File: src/rtl/id_branch_resolver.sv
// ID-stage branch resolver: detects load/ALU hazards on branch sources, stalls
// until operands are forwardable, then resolves the branch and redirects fetch.
module id_branch_resolver #(
  parameter int DATA_W = 32,
  parameter int PC_W   = 32,
  parameter int REG_AW = 5,
  parameter int CNT_W  = 16
)(
  input  logic              i_clk,
  input  logic              i_reset,
  input  logic              i_valid,
  input  logic              i_kill,
  input  logic [2:0]        i_branch_op,
  input  logic [REG_AW-1:0] i_rs,
  input  logic [REG_AW-1:0] i_rt,
  input  logic [DATA_W-1:0] i_rs_data,
  input  logic [DATA_W-1:0] i_rt_data,
  input  logic [PC_W-1:0]   i_pc_plus_4,
  input  logic [15:0]       i_offset,
  input  logic [REG_AW-1:0] i_ex_rd,
  input  logic              i_ex_reg_write,
  input  logic              i_ex_mem_read,
  input  logic [REG_AW-1:0] i_mem_rd,
  input  logic              i_mem_reg_write,
  input  logic              i_mem_mem_read,
  input  logic [DATA_W-1:0] i_mem_alu_result,
  input  logic [REG_AW-1:0] i_wb_rd,
  input  logic              i_wb_reg_write,
  input  logic [DATA_W-1:0] i_wb_data,
  output logic              o_stall,
  output logic              o_flush_idex,
  output logic              o_pc_src,
  output logic              o_flush_ifid,
  output logic [PC_W-1:0]   o_target,
  output logic [CNT_W-1:0]  o_branch_count,
  output logic [CNT_W-1:0]  o_taken_count
);
  localparam logic [0:0] S_IDLE  = 1'b0;
  localparam logic [0:0] S_STALL = 1'b1;

  localparam logic [2:0] OP_NONE = 3'b000;
  localparam logic [2:0] OP_BEQ  = 3'b001;
  localparam logic [2:0] OP_BNE  = 3'b010;
  localparam logic [2:0] OP_BLEZ = 3'b011;
  localparam logic [2:0] OP_BGTZ = 3'b100;
  localparam logic [2:0] OP_BLTZ = 3'b101;
  localparam logic [2:0] OP_BGEZ = 3'b110;

  logic [0:0]       r_state, w_next_state;
  logic [1:0]       r_cnt, w_next_cnt;
  logic [CNT_W-1:0] r_bcnt, r_tcnt;

  logic              w_active, w_uses_rt, w_stall, w_resolve, w_taken;
  logic [1:0]        w_need_rs, w_need_rt, w_need;
  logic [DATA_W-1:0] w_a, w_b;
  logic              w_neg, w_zero;
  logic [PC_W+17:0]  w_off_wide;
  logic [PC_W-1:0]   w_br_tgt, w_jr_tgt;

  // Cycles a source must wait before its producer can be forwarded into ID.
  function automatic logic [1:0] src_stall(input logic [REG_AW-1:0] r);
    if (r == '0)                                  return 2'd0;
    else if (i_ex_rd == r && i_ex_mem_read)       return 2'd2;
    else if (i_ex_rd == r && i_ex_reg_write)      return 2'd1;
    else if (i_mem_rd == r && i_mem_mem_read)     return 2'd1;
    else                                          return 2'd0;
  endfunction

  function automatic logic [DATA_W-1:0] fwd(input logic [REG_AW-1:0] r,
                                            input logic [DATA_W-1:0] rf);
    if (r == '0)                                              return '0;
    else if (i_mem_reg_write && !i_mem_mem_read && i_mem_rd == r) return i_mem_alu_result;
    else if (i_wb_reg_write && i_wb_rd == r)                  return i_wb_data;
    else                                                      return rf;
  endfunction

  assign w_active  = i_valid & ~i_kill & (i_branch_op != OP_NONE);
  assign w_uses_rt = (i_branch_op == OP_BEQ) | (i_branch_op == OP_BNE);
  assign w_need_rs = src_stall(i_rs);
  assign w_need_rt = w_uses_rt ? src_stall(i_rt) : 2'd0;
  assign w_need    = (w_need_rs > w_need_rt) ? w_need_rs : w_need_rt;

  assign w_a    = fwd(i_rs, i_rs_data);
  assign w_b    = fwd(i_rt, i_rt_data);
  assign w_neg  = w_a[DATA_W-1];
  assign w_zero = (w_a == '0);

  always_comb begin
    w_taken = 1'b0;
    case (i_branch_op)
      OP_BEQ:  w_taken = (w_a == w_b);
      OP_BNE:  w_taken = (w_a != w_b);
      OP_BLEZ: w_taken = w_neg | w_zero;
      OP_BGTZ: w_taken = ~w_neg & ~w_zero;
      OP_BLTZ: w_taken = w_neg;
      OP_BGEZ: w_taken = ~w_neg;
      OP_NONE: w_taken = 1'b0;
      default: w_taken = 1'b1;
    endcase
  end

  assign w_off_wide = {{PC_W{i_offset[15]}}, i_offset, 2'b00};
  assign w_br_tgt   = i_pc_plus_4 + w_off_wide[PC_W-1:0];

  generate
    if (DATA_W >= PC_W) begin : g_jr_trunc
      assign w_jr_tgt = w_a[PC_W-1:0];
    end else begin : g_jr_zext
      assign w_jr_tgt = {{(PC_W-DATA_W){1'b0}}, w_a};
    end
  endgenerate

  always_comb begin
    w_stall      = 1'b0;
    w_resolve    = 1'b0;
    w_next_state = r_state;
    w_next_cnt   = r_cnt;
    case (r_state)
      S_IDLE: begin
        if (w_active) begin
          if (w_need != 2'd0) begin
            w_stall      = 1'b1;
            w_next_cnt   = w_need - 2'd1;
            w_next_state = (w_need > 2'd1) ? S_STALL : S_IDLE;
          end else begin
            w_resolve = 1'b1;
          end
        end
      end
      default: begin
        // A squashed or vanished instruction releases the stall immediately.
        if (i_kill || !i_valid) begin
          w_next_state = S_IDLE;
          w_next_cnt   = 2'd0;
        end else begin
          w_stall      = 1'b1;
          w_next_cnt   = r_cnt - 2'd1;
          w_next_state = (r_cnt == 2'd1) ? S_IDLE : S_STALL;
        end
      end
    endcase
  end

  always_ff @(posedge i_clk or negedge i_reset) begin
    if (!i_reset) begin
      r_state <= S_IDLE;
      r_cnt   <= 2'd0;
      r_bcnt  <= '0;
      r_tcnt  <= '0;
    end else begin
      r_state <= w_next_state;
      r_cnt   <= w_next_cnt;
      if (w_resolve && !(&r_bcnt))           r_bcnt <= r_bcnt + CNT_W'(1);
      if (w_resolve && w_taken && !(&r_tcnt)) r_tcnt <= r_tcnt + CNT_W'(1);
    end
  end

  assign o_stall        = i_reset & w_stall;
  assign o_flush_idex   = o_stall;
  assign o_pc_src       = i_reset & w_resolve & w_taken;
  assign o_flush_ifid   = o_pc_src;
  assign o_target       = !i_reset ? '0 : ((i_branch_op == 3'b111) ? w_jr_tgt : w_br_tgt);
  assign o_branch_count = r_bcnt;
  assign o_taken_count  = r_tcnt;
endmodule

File: config.mk
export PLATFORM = sky130hd
export DESIGN_NAME = id_branch_resolver
export DESIGN_NICKNAME = d
export VERILOG_FILES = /design/src/rtl/id_branch_resolver.sv
export SDC_FILE = /design/constraint.sdc
export NUM_CORES = 1
export LEC_CHECK = 0
export ABC_AREA = 1
export ABC_CLOCK_PERIOD_IN_PS = 4950
export CORE_ASPECT_RATIO = 0.5
export CORE_UTILIZATION = 48
export DETAILED_ROUTE_END_ITERATION = 12
export PLACE_DENSITY = 0.84
export SLEW_MARGIN = 20
export SYNTH_ARGS = -nofsm -noshare
export SYNTH_HDL_FRONTEND = slang
export SYNTH_SLANG_ARGS = --single-unit
File: constraint.sdc
create_clock -name i_clk -period 4.95 [get_ports i_clk]
set_input_delay 0.495 -clock i_clk [delete_from_list [all_inputs] [get_ports i_clk]]
set_output_delay 0.495 -clock i_clk [all_outputs]
set_load 0.02 [all_outputs]
# --- Word level (Yosys, flattened, before mapping) ---
# Index checks and enable logic that the tools add are counted.
totals:
  regBits: 35
  output_inout_bits: 68
  inputBits: 213
classes:
  add_sub_neg: 5
  n_eq_ne: 16
  n_lt_le_gt_ge: 2
  reduce_logical: 30
  muxes: 36
  n_bitwise: 11
op_table:
  columns: ["cell", "n"]
  rows:
  - ["32-bit two-way mux", 8]
  - ["16-bit by 1-bit adder with 16-bit output (second input constant)", 2]
  - ["32-bit adder", 1]
  - ["32-bit equality test", 1]
  - ["32-bit logical NOT", 1]
  - ["32-bit inequality test", 1]
  - ["16-bit AND reduction", 2]
  - ["5-bit equality test", 6]
  - ["2-bit two-way mux", 10]
  - ["1-bit two-way mux", 17]
  - ["1-bit logical AND", 14]
  - ["3-bit equality test (second input constant)", 4]
  - ["5-bit logical NOT", 2]
  - ["1-bit one-hot mux with 7 select lines", 1]
  - ["1-bit AND", 6]
  - ["3-bit by 2-bit equality test with 1-bit output (second input constant)", 2]
  - ["2-bit nonzero test", 3]
  - ["1-bit logical NOT", 4]
  - ["2-bit by 1-bit subtractor with 2-bit output (second input constant)", 2]
  - ["3-bit by 1-bit equality test with 1-bit output (second input constant)", 1]
  - ["3-bit logical NOT", 1]
  - ["1-bit NOT", 3]
  - ["3-bit nonzero test", 1]
  - ["2-bit by 1-bit equality test with 1-bit output (second input constant)", 1]
  - ["other kinds (5)", 6]

# --- Longest topological paths before layout ---
# Gate-level depths: netlist of the first run.
depth:
  ltp_word: 15
  ltp_mapped: 26

# --- Least setup slack after synthesis of the first run ---
# Ideal clock, no wire load.
synth_timing:
  path_type: "input-to-output"
  start: "input port i_rs[2]"
  end: "output port o_pc_src"
  path_slack_ns: 0.853
  path_stages: 19
  n_path_buf: 2
  arrival_time_ns: 3.602
  cell_sequence: "inv_2 -> nand2_1 -> o21ai_0 -> or4_1 -> nor2_1 -> nand2_1 -> ha_1 -> nor2_1 -> nor2_1 -> a21oi_1 -> nand2_1 -> o21ai_0 -> ha_1 -> nand2_1 -> nor2_2 -> clkbuf_1 -> nand2_1 -> nor2_1 -> buf_4"
synth_between:
  elab_chain_cells: 14
  word_cells_on_any_way: 32
  cone_classes: "order compare (1); eq/ne (5); mux (12); bitwise (6); reduce/logical (8)"
synth_lines:
  columns: ["item", "line_no", "text"]
  rows:
  - ["start: declaration", "14", "input logic [REG_AW-1:0] i_rs,"]
  - ["5-bit equality test", "65, 72", null]
  - ["1-bit logical AND", "65", "else if (i_mem_rd == r && i_mem_mem_read) return 2'd1;"]
  - ["1-bit two-way mux", "65", null]
  - ["1-bit two-way mux", "64", "else if (i_ex_rd == r && i_ex_reg_write) return 2'd1;"]
  - ["2-bit two-way mux", "63", "else if (i_ex_rd == r && i_ex_mem_read) return 2'd2;"]
  - ["2-bit two-way mux", "62", "if (r == '0) return 2'd0;"]
  - ["2-bit greater-than comparator", "81", "assign w_need = (w_need_rs > w_need_rt) ? w_need_rs : w_need_rt;"]
  - ["2-bit two-way mux", "81", null]
  - ["2-bit nonzero test", "121", "if (w_need != 2'd0) begin"]
  - ["1-bit two-way mux", "121", null]
  - ["1-bit two-way mux", "120", "if (w_active) begin"]
  - ["1-bit two-way mux", "118", "case (r_state)"]
  - ["1-bit AND", "160", "assign o_pc_src = i_reset & w_resolve & w_taken;"]
  - ["1-bit AND *", "160", null]
  - ["end: declaration", "32", "output logic o_pc_src,"]
# Mark *: on every way between the ends. The rest lies on a longest branch, timed or not.

# --- Final worst setup path of the first run ---
layout_timing:
  start: "input port i_pc_plus_4[2]"
  end: "output port o_target[26]"
layout_between:
  elab_chain_cells: 3
layout_lines:
  columns: ["item", "line_no", "text"]
  rows:
  - ["start: declaration", "18", "input logic [PC_W-1:0] i_pc_plus_4,"]
  - ["32-bit adder", "103", "assign w_br_tgt = i_pc_plus_4 + w_off_wide[PC_W-1:0];"]
  - ["32-bit two-way mux (2 in a row)", "162", "assign o_target = !i_reset ? '0 : ((i_branch_op == 3'b111) ? w_jr_tgt : w_br_tgt);"]
  - ["end: declaration", "34", "output logic [PC_W-1:0] o_target,"]
# No other way between the ends.

==> run metrics, run 1 <==
status=completed; met1 usage=49.7%; GR Layer Usage met2=61.4%; WHS=192 ps; RePlAce Congestion=0.965; Tightest Pin Transition=around 660 ps; YS warnings=0; Detailed Routing Iterations Pass 1=6; gr usage total=36.6%; CP startpoint kind=input port; Main synth FF type=dfrtp_1; H-tree levels=2; sw power=0.819 mW; Area growth, synth to finish=40.8%; root buffer cell=clkbuf_16; met3 Use GR=about 4.5%; sequential share of power=20.2%; DR WL/cell=between 15 and 20 um; CTS tree=built; die boundary width=185 um; final worst slack=roughly 280 ps; core area=16,400 um2; Yosys cell types=47; Crit Path Class=in -> out; Setup violations, final=0; Clock Pin Slew Worst Setup and Hold Paths=60 ps; final non-filler cell total=2,030; Worst path max stage delay=620 ps; residual DRC count=0; DPL Wire Length=26.3 mm; initial antenna violation count=0; CP delay by family, top=buffers and inverters; Clk pwr share=19.0%; Slew headroom=55.8%; Pint=between 1 and 1.5 mW; DRT Wirelength=roughly 33 mm; Net Sw Frac=a little over two fifths; commonest non-fill, non-tap cell in the layout=nand2_1; ys async rst share=100%; vias in the first global route=10,200; Slew Limit Fails=0; buffer and inverter count on the worst path=4; placed instance count=2,022; Clock Skews=~4 ps; Syn Area/Cell=5.25 um2; Worst VDD drop=0.000145 V; maxcap violations=0; Mapped Area=8080 um2; crit-path cells=clkdlybuf4s50_1 -> ha_1 -> inv_1 -> fa_1 -> nand3b_1 -> nand3_1 -> inv_1 -> o21ai_0 -> nand2_1 -> nand2_1 -> nand2_1 -> nand2_1 -> nand2_1 -> nand2_1 -> a21oi_1 -> o21ai_1 -> nand2_1 -> nand2_1 -> xnor2_1 -> a21oi_1 -> clkdlybuf4s50_1; Top Ports=281; first-pass GRT wire length=a little over 50 mm; Vert. Die Dim=93.7 um; Slowest cell on crit path=clkdlybuf4s50_1; flops & latches, synth=35; Starting Density=49.2%; largest net degree at the start of global routing=65; cts bufs inserted=5; RSZ-0062 raised after global routing=false; EDFF count, synth=0; Max Fclk=0.214 GHz; vias per cell=5.58; port bufs=280; DR iter-0 viols=1,237; CP Max Fanout=3; GR peak layer=met2; Tmin final=4670 ps; Skew-Pair Late Insertion Delay=approximately 280 ps; Leak Pwr=6.01 nW; PD cells=about 170 nW/um2; GR Overflow Total=0; most frequent cells in the layout=nand2_1 (525), clkdlybuf4s50_1 (275), inv_1 (196); logic gate share of total power=60.8%; Seq/Total Area, Yosys=10.8%; Mapped Nets=roughly 1,800; crit-path most repeated cell=nand2_1; Fin. Hold Viols=0; Critical Path Sink Type=primary output; CTS sink count=35; Rows=33; Hold WC Path Type=in -> async; Worst EP arrival=between 4000 and 5000 ps; Inserted Diodes=0; Setup Buffers After CTS=0; DIE AREA=17,400 um2; Fin Setup TNS=0 ps; fin crit share=94.3%; Post-DRT Antenna Nets=0; fraction of layout cells with a size suffix above 1=slightly above 4%; fin util=approximately 70%; pre-CTS WS=around 170 ps; Cells after Synth=about 1,500; routed vias=11,300; CP required=4450 ps; CTS max path bufs=2; nets=2,053
worst paths after layout:
path | from | to | slack, ps | cells past startpoint
setup / recovery | i_pc_plus_4[2] | o_target[26] | 280 | 21
max in group asynchronous | i_reset | o_taken_count[11]$_DFFE_PN0P_ | 3960 | 2
hold / removal | i_reset | r_cnt[0]$_DFFE_PN0P_ | 190 | 1
hold reg to reg | o_taken_count[9]$_DFFE_PN0P_ | o_taken_count[9]$_DFFE_PN0P_ | 530 | 2
min in group i_clk | o_taken_count[9]$_DFFE_PN0P_ | o_taken_count[9]$_DFFE_PN0P_ | 530 | 2
setup reg to reg | o_taken_count[0]$_DFFE_PN0P_ | o_taken_count[7]$_DFFE_PN0P_ | 2350 | 8
cell usage after synthesis (2+ instances only):
| cell | instances | area, um2 |
|---|---|---|
| o22ai_1 | 6 | 37.5 |
| a211oi_1 | 2 | 15.0 |
| a31oi_1 | 10 | 62.6 |
| clkbuf_1 | 29 | 109 |
| nand4_1 | 51 | 319 |
| o211ai_1 | 33 | 248 |
| nand2_1 | 525 | 1970 |
| buf_1 | 3 | 11.3 |
| dfrtp_1 | 35 | 876 |
| nor3_1 | 16 | 80.1 |
| o31ai_1 | 2 | 15.0 |
| ha_1 | 37 | 463 |
| inv_1 | 196 | 736 |
| buf_6 | 5 | 56.3 |
| a21boi_0 | 2 | 15.0 |
| xnor2_1 | 30 | 263 |
| a21oi_1 | 66 | 330 |
| o221ai_1 | 2 | 17.5 |
| buf_2 | 20 | 100 |
| nand3_1 | 118 | 591 |
| o21ai_0 | 64 | 320 |
| nor2_2 | 6 | 37.5 |
| nor2_1 | 175 | 657 |
| xor2_1 | 30 | 263 |
| nor2b_1 | 6 | 37.5 |
| or3_1 | 2 | 12.5 |
| nor3b_1 | 2 | 15.0 |
| clkinv_1 | 2 | 7.51 |
| buf_4 | 5 | 37.5 |
| inv_2 | 11 | 41.3 |
| nor2_4 | 3 | 33.8 |
| o21ai_1 | 30 | 150 |
| a221oi_1 | 2 | 17.5 |
cells by family (layout without fill, tap and decap cells):
logic type	count (synthesis)	after routing	share of synthesized area, %
flops	35	35	10.8
xor+xnor	60	60	6.50
fa+ha+maj	38	38	5.98
buf+inv	271	534	13.6
simple gates	914	914	47.6
compound gates	222	222	15.5
worst reg2reg max path, stage by stage, from the launching register on:
cell and delay (ps):
dfrtp_1 500, ha_1 240, nand2_1 80, nor3_1 410
nand2_1 160, or3_1 640, nand3_4 320, nand2_1 100
nand2_1 80
power groups by stage:
stage | clock network, mW | logic, mW | registers, mW
after floorplan | 0 | 0.570 | 0.417
after global placement | 0 | 1.11 | 0.382
after detailed placement | 0 | 1.12 | 0.385
after CTS | 0.361 | 1.13 | 0.382
after global routing | 0.378 | 1.25 | 0.389
final | 0.360 | 1.15 | 0.384
registers in the layout, summed over array words and instances (netlist names):
| register | cells |
|---|---|
| r_cnt | 2 |
| o_branch_count | 16 |
| r_state | 1 |
| o_taken_count | 16 |
metal layers:
layer | wire (um) | share of wire (%)
met2 | 14700 | 45
met4 | 835 | 2.6
met5 | 0 | 0
met3 | 3140 | 9.6
met1 | 13900 | 43
stage by stage:
stage	power [mW]	instance area (um2)
global route	2.01	11400
detailed placement	1.51	11200
floorplan	0.987	8080
CTS	1.88	11400
finish	1.90	11400
global placement	1.49	11200
cell type report:
class	instances	area, um2
Clock inverter	3	43.8
Timing Repair Buffer	317	3140
Sequential cell	35	876
Inverter	209	785
Fill cell	1484	5060
Multi-Input combinational cell	1234	6120
Clock buffer	5	125
Tap cell	227	284
timing repair:
item | CTS | global route
resized for setup | 0 | 6
hold buffers | 0 | 0
hold endpoints to repair | 0 | 0
endpoints found under the setup margin | 0 | 6
Power figures use the tool's default switching activity.
==> inputs of run 2 (changes only) <==
- CTS_CLUSTER_DIAMETER: default -> 50
==> results of run 2 <==
Same layout as run 1: the final DEF is identical, and so are final timing and power.
==> RTL change: new RTL, flow settings as in run 1 <==
The parameter `PC_W` goes from 32 to 48.
--- a/src/rtl/id_branch_resolver.sv
+++ b/src/rtl/id_branch_resolver.sv
@@ -3,5 +3,5 @@
 module id_branch_resolver #(
   parameter int DATA_W = 32,
-  parameter int PC_W   = 32,
+  parameter int PC_W   = 48,
   parameter int REG_AW = 5,
   parameter int CNT_W  = 16
Ports: changed (resized i_pc_plus_4 and o_target); port bits go from 281 to 313. The function was not compared with the original's and may differ.
==> RTL change against run 1 <==
- critical path depth rose by 1
- clock skew is 0.0014 ns higher
- worst hold slack improved by 0.24 ns
- cell area increased by 12%
- synthesized area up 13%
- routed wire length grew 8.9%
- first-iteration DRC count fell by 20%
- power increased by 5.8%
- sequential cell count is the same
- setup slack improved by 0.037 ns
- synthesized cell count rose by 13%
- critical path type unchanged
==> RTL change: results (changes against run 1) <==
cell internal power dissipation 1.096 mW (was 1.079 mW); sum of routed wire length over all layers 35500 um (was 32600 um); Buffers on Ports 312 (was 280); Reg2Reg Setup Slack 2.55 ns (was 2.35 ns); final critical delay including setup and external delays 4.629 ns (was 4.666 ns); top cells by count, synth sky130_fd_sc_hd__nand2_1 (560), sky130_fd_sc_hd__nand3_1 (220), sky130_fd_sc_hd__nor2_1 (206) (was sky130_fd_sc_hd__nand2_1 (525), sky130_fd_sc_hd__inv_1 (196), sky130_fd_sc_hd__nor2_1 (175)); total half-perimeter wirelength after legalization and detailed placement 28220 um (was 26350 um); result of the run complete, no violations (unchanged); reg2reg path depth 9 (was 8); fraction of layout cells with a size suffix above 1 4.640% (was 4.104%); number of nets in the layout 2308 (was 2053); first-iteration detailed-routing DRC count 984 (was 1237); highest net fanout along the worst path 4 (was 3); post-placement worst setup slack 0.09434 ns (was 0.1743 ns); Post-Syn Area per Cell 5.257 sq um (was 5.246 sq um); Total Routing Usage GR 34.67% (was 36.63%); GP Congestion 1.007 (was 0.9651); relative slew slack 41.89% (was 55.76%); proportion of synthesized chip area in sequential cells 9.585% (was 10.84%); top area cells in the synthesized netlist sky130_fd_sc_hd__nand2_1 (23%), sky130_fd_sc_hd__nand3_1 (12%), sky130_fd_sc_hd__dfrtp_1 (9.6%), sky130_fd_sc_hd__nor2_1 (8.5%), sky130_fd_sc_hd__inv_1 (8.2%) (was sky130_fd_sc_hd__nand2_1 (24%), sky130_fd_sc_hd__dfrtp_1 (11%), sky130_fd_sc_hd__inv_1 (9.1%), sky130_fd_sc_hd__nor2_1 (8.1%), sky130_fd_sc_hd__nand3_1 (7.3%)); maximum number of pins on one net before global-route repair 56 (was 65); via density per instance 5.412 (was 5.577); switch share 45.41% (was 43.16%); Pleak 6.677 nW (was 6.006 nW); count of unique library cells instantiated by Yosys 50 (was 47); total number of vias 12370 (was 11320)
RTL change: area by class of cell:
class	count	area, sq um
clock buffers	6	128.9
clock inverters	2	12.51
fillers	1822	5784
inverters	212	795.8
multi-input cells	1429	7147
flip-flops and latches	35	875.8
well taps	259	324.1
repair buffers	342	3456
RTL change: kinds of logic after synthesis:
group,share of synthesized area [%]
AND/OR/NAND/NOR,51.08
buffers and inverters,12.45
AO/OA/AOI/OAI,14.95
adder cells (fa/ha/maj),7.476
XOR/XNOR,4.217
flip-flops,9.585
multiplexers,0.2465
RTL change: worst min-delay path by stage:
stage / to / depth (start not counted)
3_5_place_dp: r_state$_DFF_PN0_ / 1
3_3_place_gp: o_branch_count[13]$_DFFE_PN0P_ / 1
6_report: o_branch_count[1]$_DFFE_PN0P_ / 2
2_1_floorplan: o_branch_count[0]$_DFFE_PN0P_ / 0
5_1_grt: o_branch_count[1]$_DFFE_PN0P_ / 2
4_1_cts: o_branch_count[0]$_DFFE_PN0P_ / 2
RTL change: per-layer routing:
| layer | routed length, um | vias up | GRT usage, % | share of wire (%) |
|---|---|---|---|---|
| met5 | 0 | - | 0 | 0 |
| met4 | 1132 | 0 | 12.28 | 3.2 |
| met3 | 2749 | 89 | 4.340 | 7.7 |
| met2 | 15980 | 563 | 57.71 | 45 |
| met1 | 15640 | 5453 | 46.24 | 44 |
| li1 | - | 6262 | - | - |
RTL change: timing repair:
| action | 4_1_cts | 5_1_grt |
|---|---|---|
| endpoints found under the hold margin | 0 | 0 |
| hold buffers | 0 | 0 |
| endpoints found under the setup margin | 0 | 11 |
| gates resized for setup | 0 | 10 |
